**config.mk**
```make
export PLATFORM = sky130hd
export DESIGN_NAME = vga_pattern_gen
export DESIGN_NICKNAME = d
export VERILOG_FILES = /design/src/rtl/vga_pattern_gen.sv
export SDC_FILE = /design/constraint.sdc
export NUM_CORES = 1
export LEC_CHECK = 0
export BUFFER_PORTS_ARGS = -buffer_cell sky130_fd_sc_hd__buf_2
export CELL_PAD_IN_SITES_DETAIL_PLACEMENT = 1
export CELL_PAD_IN_SITES_GLOBAL_PLACEMENT = 2
export CORE_UTILIZATION = 21
export DETAILED_ROUTE_END_ITERATION = 12
export GPL_ROUTABILITY_DRIVEN = 1
export HOLD_SLACK_MARGIN = 0.15
export PLACE_DENSITY = 0.83
export SKIP_CTS_REPAIR_TIMING = 1
export SLEW_MARGIN = 20
export SYNTH_ARGS = -nofsm -noshare
export SYNTH_HDL_FRONTEND = slang
export SYNTH_SLANG_ARGS = --single-unit
```
**constraint.sdc**
```tcl
create_clock -name clk -period 1.27 [get_ports clk]
set_input_delay 0.0635 -clock clk [delete_from_list [all_inputs] [get_ports clk]]
set_output_delay 0.0635 -clock clk [all_outputs]
set_load 0.02 [all_outputs]
```
**src/rtl/vga_pattern_gen.sv**
```systemverilog
// VGA test-pattern engine: solid / colour bars / checker background under a bouncing box,
// one-cycle registered RGB with matching sync delay. Box motion is built when VGA_PATTERN_BOUNCE_EN is defined.
module vga_pattern_gen #(
    parameter int unsigned COLOR_W   = 4,
    parameter int unsigned CW        = 10,
    parameter int unsigned H_ACTIVE  = 640,
    parameter int unsigned V_ACTIVE  = 480,
    parameter int unsigned BOX_W     = 100,
    parameter int unsigned BOX_H     = 100,
    parameter int unsigned BOX_X0    = 101,
    parameter int unsigned BOX_Y0    = 101,
    parameter int unsigned STEP      = 2,
    parameter int unsigned CHK_SHIFT = 5,
    parameter logic [COLOR_W-1:0] FG_R = COLOR_W'(4'hF),
    parameter logic [COLOR_W-1:0] FG_G = COLOR_W'(4'h2),
    parameter logic [COLOR_W-1:0] FG_B = COLOR_W'(4'hF),
    parameter logic [COLOR_W-1:0] BG_R = COLOR_W'(4'h3),
    parameter logic [COLOR_W-1:0] BG_G = COLOR_W'(4'h6),
    parameter logic [COLOR_W-1:0] BG_B = COLOR_W'(4'h4)
) (
    input  logic               clk,
    input  logic               reset,
    input  logic [CW-1:0]      x,
    input  logic [CW-1:0]      y,
    input  logic               video_on,
    input  logic               hsync_in,
    input  logic               vsync_in,
    input  logic [1:0]         mode,
    input  logic               pause,
    output logic [COLOR_W-1:0] red,
    output logic [COLOR_W-1:0] green,
    output logic [COLOR_W-1:0] blue,
    output logic               hsync,
    output logic               vsync
);
    localparam int unsigned BAR_W = H_ACTIVE / 8;

    logic          vs_prev;
    logic [1:0]    mode_q;
    logic          tick;
    logic [CW-1:0] box_x, box_y;

    assign tick = vs_prev & ~vsync_in;

    always_ff @(posedge clk or posedge reset) begin
        if (reset) begin
            vs_prev <= 1'b1;
            mode_q  <= 2'd0;
        end else begin
            vs_prev <= vsync_in;
            if (tick) mode_q <= mode;
        end
    end

`ifdef VGA_PATTERN_BOUNCE_EN
    logic dir_x, dir_y;

    // Returns {dir, pos} after one frame of motion along one axis.
    function automatic logic [CW:0] bounce(input logic [CW-1:0] pos, input logic dir,
                                           input int unsigned size, input int unsigned lim);
        logic [CW:0] pe;
        pe = {1'b0, pos};
        if (dir) begin
            if (pe + (CW+1)'(size + STEP) >= (CW+1)'(lim)) return {1'b0, CW'(lim - size)};
            else                                           return {1'b1, pos + CW'(STEP)};
        end else begin
            if (pe <= (CW+1)'(STEP)) return {1'b1, {CW{1'b0}}};
            else                     return {1'b0, pos - CW'(STEP)};
        end
    endfunction

    always_ff @(posedge clk or posedge reset) begin
        if (reset) begin
            box_x <= CW'(BOX_X0);
            box_y <= CW'(BOX_Y0);
            dir_x <= 1'b1;
            dir_y <= 1'b1;
        end else if (tick && !pause) begin
            {dir_x, box_x} <= bounce(box_x, dir_x, BOX_W, H_ACTIVE);
            {dir_y, box_y} <= bounce(box_y, dir_y, BOX_H, V_ACTIVE);
        end
    end
`else
    assign box_x = CW'(BOX_X0);
    assign box_y = CW'(BOX_Y0);
`endif

    logic [CW:0] xe, ye, bxe, bye;
    logic        in_box;

    assign xe     = {1'b0, x};
    assign ye     = {1'b0, y};
    assign bxe    = {1'b0, box_x};
    assign bye    = {1'b0, box_y};
    assign in_box = (xe >= bxe) && (xe < bxe + (CW+1)'(BOX_W)) &&
                    (ye >= bye) && (ye < bye + (CW+1)'(BOX_H));

    // Bar index by constant thresholds; 8 means past the last full bar (black).
    logic [3:0] bar_idx;
    logic [2:0] bar_rgb;
    always_comb begin
        bar_idx = 4'd8;
        for (int k = 7; k >= 0; k--)
            if (xe < (CW+1)'((k + 1) * BAR_W)) bar_idx = 4'(k);
        bar_rgb = bar_idx[3] ? 3'b000 : ~bar_idx[2:0];
    end

    logic [COLOR_W-1:0] r_n, g_n, b_n;
    always_comb begin
        r_n = '0;
        g_n = '0;
        b_n = '0;
        if (video_on && mode_q != 2'd3) begin
            if (in_box) begin
                r_n = FG_R; g_n = FG_G; b_n = FG_B;
            end else begin
                case (mode_q)
                    2'd0: begin r_n = BG_R; g_n = BG_G; b_n = BG_B; end
                    2'd1: begin
                        r_n = {COLOR_W{bar_rgb[2]}};
                        g_n = {COLOR_W{bar_rgb[1]}};
                        b_n = {COLOR_W{bar_rgb[0]}};
                    end
                    default: begin
                        r_n = {COLOR_W{x[CHK_SHIFT] ^ y[CHK_SHIFT]}};
                        g_n = r_n;
                        b_n = r_n;
                    end
                endcase
            end
        end
    end

    always_ff @(posedge clk or posedge reset) begin
        if (reset) begin
            red   <= '0;
            green <= '0;
            blue  <= '0;
            hsync <= 1'b1;
            vsync <= 1'b1;
        end else begin
            red   <= r_n;
            green <= g_n;
            blue  <= b_n;
            hsync <= hsync_in;
            vsync <= vsync_in;
        end
    end
endmodule

```
* After elaboration in Yosys (flattened, before gate mapping)
Cells that the tools add are included.
** Storage, ports and cells
- Register bits after elaboration :: 16
- Bits of input ports :: 28
- Word-level logic and storage cells :: 47
- Output and inout bits :: 14
** Cells by class
- Magnitude comparators :: 12
- Reduce and logical (&&, ||, !) cells :: 5
- Bitwise operators :: 4
- Muxes and demuxes :: 18
- Eq/ne operators :: 2
** Operator list (count)
- $mux 4 :: 14
- $lt 10x8->1 const B :: 4
- $lt 10x9->1 const B :: 3
- $pmux 4 s2 :: 3
- $ge 10x7->1 const B :: 2
- $lt 10x10->1 const B :: 2
- $lt 10x7->1 const B :: 1
- $logic_and 1x1->1 :: 4
- $mux 3 :: 1
- $not 3->3 :: 1
- $eq 2x1->1 const B :: 1
- $logic_not 2->1 :: 1
- $ne 2x2->1 const B :: 1
- $and 1x1->1 :: 1
- $not 1->1 :: 1
- $xor 1x1->1 :: 1

* Logic depth before layout (Yosys ltp)
Gate-level depths: netlist of run 1.
- Depth after elaboration :: 14
- Depth in mapped cells :: 6
- Depth with buffers taken out :: 5

* Worst setup path after synthesis of run 1
Ideal clock, no wire load.
- Path kind :: input to register
- Start point :: input port x[5]
- End point :: register green[0]
- Slack :: -0.048 ns
- Path buffers :: 1
- Required time :: 1.190 ns
- Setup time :: 0.080 ns
- Arrival time :: 1.238 ns
- Stages :: 5
- Cells stage by stage :: clkbuf_1 -> maj3_2 -> a211o_1 -> o31a_1 -> nor3b_2
** Between the ends
- Longest elaborated chain between the ends :: 14
- Elaborated cells between the ends (all ways) :: 27
- Those cells by class :: 10 x order compare; 12 x mux; 2 x bitwise; 3 x reduce/logical
** Ends and longest elaborated chain
- start: declaration :: RTL line 23 : input logic [CW-1:0] x,
- $lt 10x10->1 :: RTL line 104 : if (xe < (CW+1)'((k + 1) * BAR_W)) bar_idx = 4'(k);
- $mux 4 (8 in series) :: RTL line 104
- $not 3->3 :: RTL line 105 : bar_rgb = bar_idx[3] ? 3'b000 : ~bar_idx[2:0];
- $mux 3 :: RTL line 105
- $pmux 4 s2 :: RTL line 117 : case (mode_q)
- $mux 4 * :: RTL line 114 : if (in_box) begin
- $mux 4 * :: RTL line 113 : if (video_on && mode_q != 2'd3) begin
- named net g_n[0] :: RTL line 108 : logic [COLOR_W-1:0] r_n, g_n, b_n;
- end signal: assignment :: RTL line 143 : green <= g_n;
- end: declaration :: RTL line 31 : output logic [COLOR_W-1:0] green,
The timed path passes the listed nets; every way through them passes the cells marked *.
A chain may end at the register's enable or synchronous reset.

* Final worst setup path of run 1
- Start point :: input port x[9]
- End point :: register blue[2]
** Between the ends
- Longest elaborated chain between the ends :: 14
- Elaborated cells between the ends (all ways) :: 26
- Those cells by class :: 10 x order compare; 12 x mux; 1 x bitwise; 3 x reduce/logical
** Ends and longest elaborated chain
- $lt 10x10->1 :: RTL line 104
- $mux 4 (8 in series) :: RTL line 104
- $not 3->3 :: RTL line 105
- $mux 3 :: RTL line 105
- $pmux 4 s2 :: RTL line 117
- $mux 4 * :: RTL line 114
- $mux 4 * :: RTL line 113
- named net b_n[2] :: RTL line 108
- end signal: assignment :: RTL line 144 : blue <= b_n;
- end: declaration :: RTL line 32 : output logic [COLOR_W-1:0] blue,
Marked as above.

==> summary.md, run 1 <==
| Metric | Value |
|---|---|
| Switching share of total power | `33.5%` |
| Die footprint | `3840 sq um` |
| Combinational share of power | `38.8%` |
| Antenna diode instance count | `0` |
| Cell count of the worst reg-to-reg path | `2` |
| Cell type contributing the most total cell area after synthesis | `sky130_fd_sc_hd__dfrtp_1` |
| Number of buffers on the longest clock path | `2` |
| Instance count of the mapped netlist | `82` |
| Detailed router's first-iteration violation count | `8` |
| Power density normalized to cell area | `913 nW/um^2` |
| Clk Latency, worst-skew pair | `260 ps` |
| LEAKAGE | `0.000553 uW` |
| Vias/cell | `4.49` |
| Int Power | `691 uW` |
| Top FF cell, synth | `sky130_fd_sc_hd__dfrtp_1` |
| Area inside the core boundary | `3390 sq um` |
| Layout overhead on the synthesized area | `50.7%` |
| Pre-antenna DRT Iters | `4` |
| Number of maximum-capacitance violations | `0` |
| Buffers added on ports | `40` |
| GRT Util Overall | `11.9%` |
| GRT Residual Overflow | `0` |
| Switching pwr | `348 uW` |
| Worst reg-to-reg setup slack | `80 ps` |
| Count of pins over their slew limit | `0` |
| Maximum operating frequency | `817 MHz` |
| Number of rows created at floorplan | `21` |
| Startpoint types | `primary input` |
| Largest cells by area after synthesis | `sky130_fd_sc_hd__dfrtp_1 (30%), sky130_fd_sc_hd__dfstp_2 (7.0%), sky130_fd_sc_hd__o21ai_0 (6.0%)` |
| Fin. Hold Viols | `0` |
| Root Driver | `sky130_fd_sc_hd__clkbuf_4` |
| Number of buffers inserted during clock tree synthesis | `3` |
| Count of yosys warnings during synthesis | `0` |
| Final core occ | `33.6%` |
| Clock network fraction of total power | `21.7%` |
| Maximum number of pins on one net before global-route repair | `12` |
| Sequential area share after synthesis | `36.8%` |
| DPL Wire Length | `1730 um` |
| Starting Density | `22.3%` |
| Final Critical Period | `1220 ps` |
| Async set or reset register ratio after synthesis | `100%` |
| Final worst clock skew | `2.75 ps` |
| Antenna violations before repair | `0` |
| Count of antenna-violating nets left after detailed routing | `0` |
| Unique cell type count in the Yosys netlist | `36` |
| Critical Path Sink Type | `flip-flop` |
| Setup repair after global routing missed its margin | `no` |
| DRC | `0` |
| Final worst path period share | `96.4%` |
| Post-route setup TNS | `0 ps` |
| Cell area after synthesis | `756 sq um` |
| Beginning of the worst register-to-register path | `vsync$_DFF_PP1_` |
| Setup violators final | `0` |
| Synthesized net count | `110` |
| Total number of H-tree levels | `1` |
| Clock tree from TritonCTS | `built` |
| Data required time at the worst endpoint | `1460 ps` |
| Synth top area share | `29.8%` |
| Syn_area_per_cell | `9.22 sq um` |
| DIE HEIGHT | `62.0 um` |
| Worst Path Arrival | `1410 ps` |
| Die W | `62.0 um` |
| Routed WL per cell | `11.4 um` |
| Clk sink count | `11` |
| Fin nets | `162` |
| Global-route wire length before repair | `3500 um` |
| Number of vias after detailed routing | `804` |
| Worst hold-check path type | `primary input to async pin` |
| Reg2Reg Capture Point | `mode_q[0]$_DFFE_PP0P_` |
| Worst voltage drop across the vdd grid | `231 uV` |
| Crit Path Max Fanout | `3` |
| Final RePlAce weighted congestion | `0.766` |
| Yosys reg bits | `11` |
| Total wire length after detailed routing | `2050 um` |
| Outcome | `finished clean` |
| Fraction of final layout cells with drive strength greater than 1 | `51.9%` |
| Post-synth top cells | `sky130_fd_sc_hd__dfrtp_1 (9), sky130_fd_sc_hd__o21ai_0 (9), sky130_fd_sc_hd__nand2_1 (6)` |
| Via count of the first global-routing pass | `839` |
| Pin slew with the least headroom to its limit | `402 ps` |
| Start-to-end type of the worst setup path | `primary input to flip-flop` |
| Max_slew headroom | `73.0%` |
| Clock slew at reported path FFs | `70 ps` |
| Register share of total power | `39.5%` |
| Number of top-level pins | `42` |
| Number of flops mapped to enable cells by yosys | `0` |
per-stage QoR:
| stage | hold slack, ps | cell area [sq um] | setup slack (ps) | power, uW | cells |
|---|---|---|---|---|---|
| global route | 360 | 1140 | 4.58 | 1110 | 179 |
| detailed placement | 62.6 | 1020 | -238 | 798 | 169 |
| global placement | 53.7 | 1020 | -175 | 783 | 169 |
| finish | 321 | 1140 | 46.2 | 1040 | 179 |
| CTS | -210 | 1050 | 31.0 | 1030 | 173 |
| floorplan | -85.5 | 758 | -30.6 | 665 | 82 |
logic make-up (layout without fill, tap and decap cells):
logic type                 after synthesis  in the layout  synth area share, %
AOI/OAI and AO/OA                       28             28                 25.8
adders and majority gates                2              2                 2.98
buffers and inverters                   13             64                 9.93
and+or+nand+nor                         25             25                 20.4
xor gates and xnor gates                 1              1                 1.16
muxes                                    2              2                 2.98
DFF                                     11             11                 36.8
critical path: stages:
cell and delay (ps):
sky130_fd_sc_hd__buf_2 110, sky130_fd_sc_hd__or4_4 550, sky130_fd_sc_hd__nor2_4 110, sky130_fd_sc_hd__o2111ai_4 130, sky130_fd_sc_hd__maj3_2 330, sky130_fd_sc_hd__o21ai_2 110
routing by layer:
layer	global-route usage, %	part of all wire [%]	up-vias	wire [um]
met5	0	0	-	0
li1	-	-	397	-
met4	2.86	0.20	0	4
met1	14.1	42	368	858
met2	23.3	52	37	1060
met3	0.621	6.2	2	126
sequential cells by signal (all words and copies together), names as in the netlist:
signal	count
green	3
blue	2
mode_q	2
red	2
hsync	1
vsync	1
placed cells by master (no fill, tap or decap), types with 2 or more instances in the layout:
master / count
sky130_fd_sc_hd__buf_2: 40
sky130_fd_sc_hd__a211oi_1: 3
sky130_fd_sc_hd__nand3_1: 2
sky130_fd_sc_hd__nand2_1: 5
sky130_fd_sc_hd__a21o_1: 3
sky130_fd_sc_hd__dfstp_2: 2
sky130_fd_sc_hd__clkbuf_4: 3
sky130_fd_sc_hd__dlygate4sd3_1: 6
sky130_fd_sc_hd__nand2b_1: 2
sky130_fd_sc_hd__maj3_2: 2
sky130_fd_sc_hd__nor2b_1: 2
sky130_fd_sc_hd__buf_4: 9
sky130_fd_sc_hd__a21oi_1: 4
sky130_fd_sc_hd__o21ai_0: 8
sky130_fd_sc_hd__inv_1: 5
sky130_fd_sc_hd__nor3_1: 3
sky130_fd_sc_hd__dfrtp_1: 9
sky130_fd_sc_hd__mux2_2: 2
area by class of cell:
class	count	area (sq um)
Tap cell	46	57.6
Timing Repair Buffer	55	328
Inverter	5	18.8
Multi-Input combinational cell	58	430
Clock buffer	4	26.3
Fill cell	422	2250
Sequential cell	11	278
power by group through the flow:
stage,Combinational (uW),Clock [uW],Sequential [uW]
after floorplan,204,0,461
after global placement,367,0,416
after detailed placement,382,0,416
after CTS,383,233,411
after global routing,451,246,417
final,403,225,411
worst max path at each step:
stage,from,endpoint,slack [ps],cells after the start
floorplan,x[9],blue[2]$_DFF_PP0_,-30,5
global placement,x[9],blue[2]$_DFF_PP0_,-180,6
detailed placement,x[9],blue[2]$_DFF_PP0_,-240,6
CTS,mode_q[0]$_DFFE_PP0P_,blue[1]$_DFF_PP0_,30,5
global route,x[9],blue[2]$_DFF_PP0_,5,6
finish,x[9],blue[2]$_DFF_PP0_,50,6
No activity file was read; power rests on OpenSTA's default activity.
==> run 2, diff against run 1 <==
--- a/config.mk
+++ b/config.mk
@@ -5,7 +5,7 @@
 export SDC_FILE = /design/constraint.sdc
 export NUM_CORES = 1
 export LEC_CHECK = 0
-export BUFFER_PORTS_ARGS = -buffer_cell sky130_fd_sc_hd__buf_2
+export BUFFER_PORTS_ARGS = -buffer_cell sky130_fd_sc_hd__clkbuf_2
 export CELL_PAD_IN_SITES_DETAIL_PLACEMENT = 1
 export CELL_PAD_IN_SITES_GLOBAL_PLACEMENT = 2
 export CORE_UTILIZATION = 21
@@ -13,6 +13,7 @@
 export GPL_ROUTABILITY_DRIVEN = 1
 export HOLD_SLACK_MARGIN = 0.15
 export PLACE_DENSITY = 0.83
+export RECOVER_POWER = 25
 export SKIP_CTS_REPAIR_TIMING = 1
 export SLEW_MARGIN = 20
 export SYNTH_ARGS = -nofsm -noshare
==> run 2 against run 1 <==
Net effect: count of clock-buffer cells in the layout stayed put; core utilization down 0.15 points; flip-flop and latch count unchanged; first-iteration DRC count grew 88%; highest routed layer is now met3; fmax up 2.6%; die area did not move; critical endpoint is now mode_q[0]$_DFFE_PP0P_.
==> summary.md, run 2 (synthesis results as in run 1) <==
| Metric | Value |
|---|---|
| Outcome | `finished clean` |
| Global-route wire length before repair | `3420 um` |
| Setup violators final | `0` |
| Clk Latency, worst-skew pair | `260 ps` |
| Clk sink count | `11` |
| Routed WL per cell | `11.7 um` |
| Startpoint types | `flip-flop` |
| Pre-antenna DRT Iters | `2` |
| Final Critical Period | `1190 ps` |
| Power density normalized to cell area | `921 nW/um^2` |
| Count of antenna-violating nets left after detailed routing | `0` |
| Setup repair after global routing missed its margin | `no` |
| Top reg by flops | `green` |
| Count of pins over their slew limit | `0` |
| Fin. Hold Viols | `0` |
| DIE HEIGHT | `62.0 um` |
| Worst hold-check path type | `primary input to async pin` |
| Maximum cell stage delay along the critical path | `530 ps` |
| Maximum number of pins on one net before global-route repair | `12` |
| Final worst clock skew | `0.181 ps` |
| Fin nets | `164` |
| Cell Area, Placed | `1040 sq um` |
| Critical Path Sink Type | `flip-flop` |
| Worst Path Arrival | `1340 ps` |
| Final worst path period share | `93.9%` |
| Max_slew headroom | `72.6%` |
| Clock slew at reported path FFs | `70 ps` |
| DRC | `0` |
| Number of buffers on the longest clock path | `2` |
| Power consumption | `1040 uW` |
| Worst voltage drop across the vdd grid | `230 uV` |
| Clock tree from TritonCTS | `built` |
| Pin slew with the least headroom to its limit | `410 ps` |
| GRT Util Overall | `11.8%` |
| Final Instance Area | `1130 sq um` |
| Pre-CTS WS | `-195 ps` |
| Starting Density | `22.3%` |
| Slowest CP cell | `sky130_fd_sc_hd__dfstp_2` |
| Cell count of the worst reg-to-reg path | `2` |
| Area inside the core boundary | `3390 sq um` |
| Cell Chain, Critical Path | `nor2b_1 > mux2_2` |
| Buffers added on ports | `40` |
| Vias/cell | `4.52` |
| GRT Residual Overflow | `0` |
| Beginning of the worst register-to-register path | `vsync$_DFF_PP1_` |
| Antenna diode instance count | `0` |
| Number of top-level pins | `42` |
| Data required time at the worst endpoint | `1410 ps` |
| Detailed router's first-iteration violation count | `15` |
| Most common cell after layout, fill and taps aside | `sky130_fd_sc_hd__clkbuf_2` |
| Total number of H-tree levels | `1` |
| Number of vias after detailed routing | `819` |
| Total wire length after detailed routing | `2110 um` |
| Reg2Reg Capture Point | `mode_q[0]$_DFFE_PP0P_` |
| Fraction of final layout cells with drive strength greater than 1 | `51.1%` |
| Maximum operating frequency | `838 MHz` |
| Die footprint | `3840 sq um` |
| Antenna violations before repair | `0` |
| Final core occ | `33.4%` |
| Via count of the first global-routing pass | `784` |
| Final-layout fill cell count | `423` |
| Number of buffers inserted during clock tree synthesis | `3` |
| Final RePlAce weighted congestion | `0.732` |
| Root Driver | `sky130_fd_sc_hd__clkbuf_4` |
| Number of rows created at floorplan | `21` |
| Worst reg-to-reg setup slack | `80 ps` |
| Die W | `62.0 um` |
| Number of maximum-capacitance violations | `0` |
| LEAKAGE | `0.000558 uW` |
| Post-route setup TNS | `0 ps` |
| Top library cells by usage in the layout, fill and taps aside | `sky130_fd_sc_hd__clkbuf_2 (39), sky130_fd_sc_hd__buf_4 (11), sky130_fd_sc_hd__o21ai_0 (9), sky130_fd_sc_hd__dfrtp_1 (9)` |
| Final Worst Setup Slack | `77.2 ps` |
| Cell type group with the largest total delay on the critical path | `flip-flops` |
| DPL Wire Length | `1770 um` |
| Buf+Inv Stages, Crit Path | `0` |
| Crit Path Max Fanout | `2` |
| Start-to-end type of the worst setup path | `flip-flop to flip-flop` |
| Layout overhead on the synthesized area | `50.0%` |
| Flip-flop count of the largest register after layout | `3` |
-- run 2: cell count changes in the layout (fill, tap and decap cells not counted) --
cell,previous run,this run
sky130_fd_sc_hd__nand2_1,5,6
sky130_fd_sc_hd__o2111ai_2,0,1
sky130_fd_sc_hd__nor2_4,1,0
sky130_fd_sc_hd__nor2_2,1,2
sky130_fd_sc_hd__o21ai_1,1,0
sky130_fd_sc_hd__o2111ai_4,1,0
sky130_fd_sc_hd__clkbuf_2,0,39
sky130_fd_sc_hd__buf_4,9,11
sky130_fd_sc_hd__buf_2,40,0
sky130_fd_sc_hd__o21ai_0,8,9
sky130_fd_sc_hd__nand2_2,1,0
sky130_fd_sc_hd__clkbuf_1,1,2
-- run 2: how the worst max path moves through the flow --
stage	startpoint	endpoint	slack, ps	cells past startpoint
after floorplan	x[9]	blue[2]$_DFF_PP0_	-30	5
after global placement	x[9]	blue[2]$_DFF_PP0_	-160	6
after detailed placement	x[9]	blue[2]$_DFF_PP0_	-190	6
after CTS	mode_q[0]$_DFFE_PP0P_	blue[1]$_DFF_PP0_	40	5
after global routing	x[0]	blue[2]$_DFF_PP0_	3	6
final	vsync$_DFF_PP1_	mode_q[0]$_DFFE_PP0P_	80	2
-- run 2: per-stage QoR --
| step | hold slack (ps) | instances |
|---|---|---|
| 2_1_floorplan | -85.5 | 82 |
| 3_3_place_gp | 36.3 | 171 |
| 3_5_place_dp | 60.5 | 171 |
| 4_1_cts | -225 | 175 |
| 5_1_grt | 366 | 181 |
| 6_report | 319 | 181 |
-- run 2: where the power goes --
group	leakage (uW)	switching, uW	internal (uW)
sequential	0.000137	21.3	393
clock	0.0000150	108	121
combinational	0.000406	220	180
-- run 2: layout make-up --
cell class	instances	area, sq um	area share [%]
well taps	46	57.6	5.08
multi-input cells	58	412	36.3
clock buffers	4	26.3	2.32
inverters	5	18.8	1.66
flip-flops and latches	11	278	24.5
repair buffers	57	342	30.1
-- run 2: worst register-to-register path: cells and delay by family (launching register included) --
family           cells  cell delay, ps
muxes                1             360
and+or+nand+nor      1             190
DFF                  1             530
-- run 2: routing by layer --
layer / global-route usage, % / part of all wire [%] / up-vias
met5: 0 / 0 / -
met4: 2.86 / 0 / 0
met3: 0.828 / 6.3 / 0
met2: 22.2 / 52 / 33
met1: 14.6 / 41 / 381
li1: - / - / 405
